--- src/rtl/param_sequence_detector_if.sv ---
// Bundle of control, serial-bit and result signals between a bit source and the
// programmable sequence detector.
interface param_sequence_detector_if #(
    parameter int MAX_LEN = 8,
    parameter int CNT_W   = 8
);
    localparam int LEN_W = $clog2(MAX_LEN + 1);

    logic               load;
    logic [MAX_LEN-1:0] pat_in;
    logic [LEN_W-1:0]   len_in;
    logic               X;
    logic               X_valid;
    logic               M;
    logic               OV;
    logic               Z;
    logic [LEN_W-1:0]   Q;
    logic [CNT_W-1:0]   match_cnt;

    modport master (
        output load, pat_in, len_in, X, X_valid, M, OV,
        input  Z, Q, match_cnt
    );

    modport slave (
        input  load, pat_in, len_in, X, X_valid, M, OV,
        output Z, Q, match_cnt
    );
endinterface

--- src/rtl/param_sequence_detector.sv ---
// Runtime-programmable serial sequence detector: overlap/non-overlap matching,
// Moore/Mealy output select and a saturating detection counter.
module param_sequence_detector #(
    parameter int MAX_LEN = 8,
    parameter int CNT_W   = 8
) (
    input logic                       clk,
    input logic                       reset,
    param_sequence_detector_if.slave  bus
);
    localparam int LEN_W = $clog2(MAX_LEN + 1);
    localparam int IDX_W = $clog2(MAX_LEN);

    logic [MAX_LEN-1:0] r_pat;
    logic [LEN_W-1:0]   r_len;
    logic [MAX_LEN-1:0] r_hist;
    logic [LEN_W-1:0]   r_fill;
    logic [LEN_W-1:0]   r_q;
    logic               r_moore_z;
    logic [CNT_W-1:0]   r_cnt;

    logic [MAX_LEN-1:0] w_hist_n;
    logic [LEN_W-1:0]   w_fill_n;
    logic [LEN_W-1:0]   w_q_n;
    logic               w_match;

    function automatic logic [LEN_W-1:0] clamp_len(input logic [LEN_W-1:0] len);
        if (len < LEN_W'(2))
            return LEN_W'(2);
        else if (len > LEN_W'(MAX_LEN))
            return LEN_W'(MAX_LEN);
        else
            return len;
    endfunction

    function automatic logic [CNT_W-1:0] sat_inc(input logic [CNT_W-1:0] cnt);
        return (&cnt) ? cnt : cnt + CNT_W'(1);
    endfunction

    function automatic logic full_match(input logic [MAX_LEN-1:0] hist,
                                        input logic [MAX_LEN-1:0] pat,
                                        input logic [LEN_W-1:0]   len);
        logic ok;
        ok = 1'b1;
        for (int i = 0; i < MAX_LEN; i++)
            if (i < int'(len) && hist[IDX_W'(i)] != pat[IDX_W'(i)])
                ok = 1'b0;
        return ok;
    endfunction

    // Longest k < len whose last k received bits equal the first k pattern bits.
    function automatic logic [LEN_W-1:0] prefix_len(input logic [MAX_LEN-1:0] hist,
                                                    input logic [LEN_W-1:0]   fill,
                                                    input logic [MAX_LEN-1:0] pat,
                                                    input logic [LEN_W-1:0]   len);
        logic [LEN_W-1:0] best;
        logic             ok;
        int               idx;
        best = '0;
        for (int k = 1; k < MAX_LEN; k++) begin
            if (k < int'(len) && k <= int'(fill)) begin
                ok = 1'b1;
                for (int i = 0; i < k; i++) begin
                    idx = int'(len) - k + i;
                    if (hist[IDX_W'(i)] != pat[idx[IDX_W-1:0]])
                        ok = 1'b0;
                end
                if (ok)
                    best = LEN_W'(k);
            end
        end
        return best;
    endfunction

    always_comb begin
        w_hist_n = (r_hist << 1) | MAX_LEN'(bus.X);
        w_fill_n = (r_fill == LEN_W'(MAX_LEN)) ? r_fill : r_fill + LEN_W'(1);
        w_q_n    = prefix_len(w_hist_n, w_fill_n, r_pat, r_len);
        w_match  = bus.X_valid & ~bus.load & ~reset &
                   (r_fill >= r_len - LEN_W'(1)) &
                   full_match(w_hist_n, r_pat, r_len);
    end

    always_ff @(posedge clk) begin
        if (reset) begin
            r_pat     <= '0;
            r_len     <= LEN_W'(2);
            r_hist    <= '0;
            r_fill    <= '0;
            r_q       <= '0;
            r_moore_z <= 1'b0;
            r_cnt     <= '0;
        end else if (bus.load) begin
            r_pat     <= bus.pat_in;
            r_len     <= clamp_len(bus.len_in);
            r_hist    <= '0;
            r_fill    <= '0;
            r_q       <= '0;
            r_moore_z <= 1'b0;
            r_cnt     <= '0;
        end else begin
            r_moore_z <= w_match;
            if (bus.X_valid) begin
                r_hist <= w_hist_n;
                // Non-overlapping mode forgets every bit of a completed match.
                if (w_match && !bus.OV) begin
                    r_fill <= '0;
                    r_q    <= '0;
                end else begin
                    r_fill <= w_fill_n;
                    r_q    <= w_q_n;
                end
            end
            if (w_match)
                r_cnt <= sat_inc(r_cnt);
        end
    end

    assign bus.Z         = reset ? 1'b0 : (bus.M ? w_match : r_moore_z);
    assign bus.Q         = r_q;
    assign bus.match_cnt = r_cnt;
endmodule

--- src/flat_wrapper.sv ---
// flat-port wrapper written by rule: the top's interface ports become plain ports
module param_sequence_detector_flat 
#(
    parameter int MAX_LEN = 8,
    parameter int CNT_W   = 8
)
  (clk, reset, bus_load, bus_pat_in, bus_len_in, bus_X, bus_X_valid, bus_M, bus_OV, bus_Z, bus_Q, bus_match_cnt);
  param_sequence_detector_if #(.MAX_LEN(MAX_LEN), .CNT_W(CNT_W)) bus_i ();
  input logic clk;
  input logic reset;
  input wire logic [$bits(bus_i.load)-1:0] bus_load;
  input wire logic [$bits(bus_i.pat_in)-1:0] bus_pat_in;
  input wire logic [$bits(bus_i.len_in)-1:0] bus_len_in;
  input wire logic [$bits(bus_i.X)-1:0] bus_X;
  input wire logic [$bits(bus_i.X_valid)-1:0] bus_X_valid;
  input wire logic [$bits(bus_i.M)-1:0] bus_M;
  input wire logic [$bits(bus_i.OV)-1:0] bus_OV;
  output wire logic [$bits(bus_i.Z)-1:0] bus_Z;
  output wire logic [$bits(bus_i.Q)-1:0] bus_Q;
  output wire logic [$bits(bus_i.match_cnt)-1:0] bus_match_cnt;
  assign bus_i.load = bus_load;
  assign bus_i.pat_in = bus_pat_in;
  assign bus_i.len_in = bus_len_in;
  assign bus_i.X = bus_X;
  assign bus_i.X_valid = bus_X_valid;
  assign bus_i.M = bus_M;
  assign bus_i.OV = bus_OV;
  assign bus_Z = bus_i.Z;
  assign bus_Q = bus_i.Q;
  assign bus_match_cnt = bus_i.match_cnt;
  param_sequence_detector #(.MAX_LEN(MAX_LEN), .CNT_W(CNT_W)) u_core (.clk(clk), .reset(reset), .bus(bus_i));
endmodule
--- config.mk ---
export PLATFORM = sky130hd
export DESIGN_NAME = param_sequence_detector_flat
export DESIGN_NICKNAME = d
export VERILOG_FILES = /design/src/rtl/param_sequence_detector_if.sv /design/src/rtl/param_sequence_detector.sv /design/src/flat_wrapper.sv
export SDC_FILE = /design/constraint.sdc
export NUM_CORES = 1
export LEC_CHECK = 0
export ABC_AREA = 1
export CAP_MARGIN = 40
export CORE_MARGIN = 5
export CORE_UTILIZATION = 35
export CTS_CLUSTER_DIAMETER = 60
export DETAILED_ROUTE_END_ITERATION = 16
export GPL_ROUTABILITY_DRIVEN = 0
export HOLD_SLACK_MARGIN = 0.05
export PLACE_DENSITY = 0.68
export SETUP_SLACK_MARGIN = 0.2
export SLEW_MARGIN = 40
export SYNTH_ARGS = -nofsm -noshare
export SYNTH_HDL_FRONTEND = slang
export SYNTH_SLANG_ARGS = --single-unit
--- constraint.sdc ---
create_clock -name clk -period 2.31 [get_ports clk]
set_input_delay 0.462 -clock clk [delete_from_list [all_inputs] [get_ports clk]]
set_output_delay 0.462 -clock clk [all_outputs]
set_load 0.05 [all_outputs]
==> impl_metrics.yaml <==
sta:
  tightest_slew_ps: 515
  hold_ws_ps: 482
  grt_setup_unrepaired: "yes"
  fin_crit_sh_pct: 109
  setup_ws_ps: -202
  slew_headroom_pct: 65.5
  maxSlewViolCount: 0
  final-setup-viol-count: 6
  hold_viol_final: 0
  fin_crit_ps: 2510
  skew_ps: 5.75
  fmax_mhz: 398
floorplan:
  die_w_um: 102
  dieArea_um2: 10400
  pin_count: 32
  die_height_um: 102
  core_region_area_um2: 8220
  rows: 33
  start_util_pct: 36.0
global_route:
  grt_pass1_vias: 3256
  overflow: 0
  grt.total_usage_pct: 17.4
  grt_pass1_wl_um: 14700
  grt_max_degree: 17
  antenna_found_initial: 0
min_path:
  hold_path_class: "reg -> reg"
logic_synthesis:
  yosys_most_used_dff: "dfxtp_1"
  synth_seq_cells: 31
  yosys.area_share.simple_pct: 43.1
  synth_edf_count: 0
  synth_area_um2: 2960
  synthArstFlopShare_pct: 0
  synthAdderAreaFrac_pct: 8.04
  seq_area_frac_synth_pct: 21.0
  synth_compound_area_share_pct: 14.1
  synth_xor_area_share_pct: 4.74
  syn_avg_cell_area_um2: 5.95
  synthCells: 497
  ys_warn_count: 0
  muxShareOfSynthArea_pct: 0
  synth_top_family_by_area: "simple AND/OR/NAND/NOR gates"
  syn_nets: 535
  synth_cell_types: 34
outcome:
  status: "finished, violations left"
  violations: "negative setup slack"
pwr:
  clkPwrFrac_pct: 31.5
  p_int_w: 0.00118
  leakagePower_nw: 1.87
  p_switching_w: 0.000654
  power.share.combinational_pct: 36.9
  power_density_nw_per_um2: 448
  netSwitchingFraction_pct: 35.7
  ir_drop_uv: 280
  seq_power_share_pct: 31.6
setup_path:
  cp.arrival_ps: 2050
  cp.required_ps: 1850
  reg2reg_slack_ps: -30
  endpoint_kind: "output pin"
  cp_max_fo: 8
  crit_type: "reg -> out"
  startpoint_type: "flop"
clocking:
  tritoncts: "built"
  clkTransAtPathRegs_ps: 70
  cts_buffers: 5
  cts_root_buf: "clkbuf_8"
  holdBufCountCts: 0
  cts_buffer_depth: 2
  htreeDepth: 2
  clk_latency_ps: 290
  cts.sinks: 31
routing:
  vias: 3441
  drc_errors: 0
  wirelength_um: 8870
  drt_first_iter_violations: 226
  viasPerCell: 5.17
  wl_per_cell_um: 13.3
  first_pass_iters: 5
  ant_nets: 0
layout:
  utilization_pct: 49.7
  fillCellCount: 799
  drive_above_1_share_pct: 23.2
  antenna_cells: 0
  syn2layout_area_growth_pct: 38.2
  final_nets: 597
placement:
  portBuffers: 30
  hpwl_um: 6820
run:
  maxCapViolations: 0
[metrics by stage]
step	instance area, µm²	setup slack [ps]	TNS [ps]	power [W]	instances
global route	4090	-317	-1510	0.00194	665
CTS	3790	-228	-228	0.00176	659
floorplan	3040	-30.9	-30.9	0.000989	497
finish	4090	-202	-300	0.00183	665
detailed placement	3580	-186	-846	0.00116	644
global placement	3580	-91.5	-102	0.00115	644
[kinds of logic after synthesis]
kind of cell	Yosys count
simple gates	294
flops	31
buf+inv	61
fa+ha+maj	19
compound gates	75
xor+xnor	16
other cells	1
[final timing paths]
| kind | cells after the start | startpoint | to |
|---|---|---|---|
| worst max-delay path | 9 | u_core.r_len[2] | bus_Z |
| worst min-delay path | 2 | u_core.bus.Q[1] | u_core.bus.Q[1] |
| worst max register to register | 16 | u_core.r_len[2] | u_core.bus.match_cnt[2] |
| worst min register to register | 2 | u_core.bus.Q[1] | u_core.bus.Q[1] |
[power by group through the flow]
stage	Combinational [W]	Clock, W	Sequential, W
floorplan	0.000405	0	0.000583
global placement	0.000560	0	0.000589
detailed placement	0.000571	0	0.000589
CTS	0.000595	0.000586	0.000576
global route	0.000747	0.000611	0.000582
finish	0.000676	0.000577	0.000579
[layer usage]
metal  part of all wire [%]  wire, µm  GRT usage (%)  up-vias
met4                    2.6       231           6.46        0
met2                     48      4270           29.9      119
met3                    5.0       440           1.91       21
li1                       -         -              -     1738
met1                     44      3920           22.4     1563
met5                      0         0              0        -
[flip-flops by register name (all words and copies together), names as in the netlist]
signal                count
u_core.r_hist             3
u_core.bus.match_cnt      8
u_core.r_pat              8
u_core.r_len              4
u_core.bus.Q              3
u_core.r_fill             4
u_core.r_moore_z          1
[cell usage after synthesis, drive strengths merged (2+ instances only)]
| master | n | share of area (%) |
|---|---|---|
| nand3 | 63 | 12 |
| xor2 | 11 | 3.3 |
| ha | 19 | 8.0 |
| dfxtp | 31 | 21 |
| nand2 | 192 | 26 |
| xnor2 | 5 | 1.5 |
| clkbuf | 4 | 0.51 |
| a21oi | 36 | 6.6 |
| clkinv | 2 | 0.25 |
| o211ai | 6 | 1.5 |
| o21ai | 31 | 5.5 |
| inv | 45 | 5.8 |
| nor2 | 29 | 3.8 |
| buf | 10 | 2.4 |
| or2 | 2 | 0.42 |
| nand4 | 5 | 1.1 |
[cells in the final DEF, fill, tap and decap left out, types with 4 or more instances in the layout]
master           instances
nand2_1                164
buf_6                    6
nor2_1                  25
inv_1                   35
clkbuf_8                 6
dfxtp_1                 27
buf_4                   31
ha_1                    13
xor2_1                  10
o21ai_1                  6
nand3_2                 11
o211ai_1                 6
nand4_1                  5
ha_4                     5
o21ai_0                 19
clkdlybuf4s50_1         29
nand3_1                 50
a21oi_1                 28
a21oi_2                  7
nand2_2                 21
inv_4                    5
xnor2_1                  5
inv_2                    4
nand2_4                  7
[what timing repair did]
item	in CTS	in global routing
setup buffers	7	6
endpoints found under the hold margin	0	0
pin swaps	8	15
setup endpoints to repair	16	17
resized for setup	17	57
[final cells by class]
class                      instances  area (µm²)  area share [%]
multi-input combinational        405        2360            57.9
timing repair buffer              69         646            15.8
clock inverter                     2        35.0           0.857
sequential                        31         631            15.4
inverter                          47         196            4.81
clock buffer                       6        82.6            2.02
tap                              105         131            3.21
[worst max-delay path: stages, from the launching register on]
cell and delay, ps:
dfxtp_2 340, buf_4 170, nor2_4 150, a21oi_1 60, o21ai_0 130, nand2_2 120, nor4_4 340, nand3_4 120
a21oi_4 180, buf_12 150
Note: power is estimated with default switching activity, not from simulation.
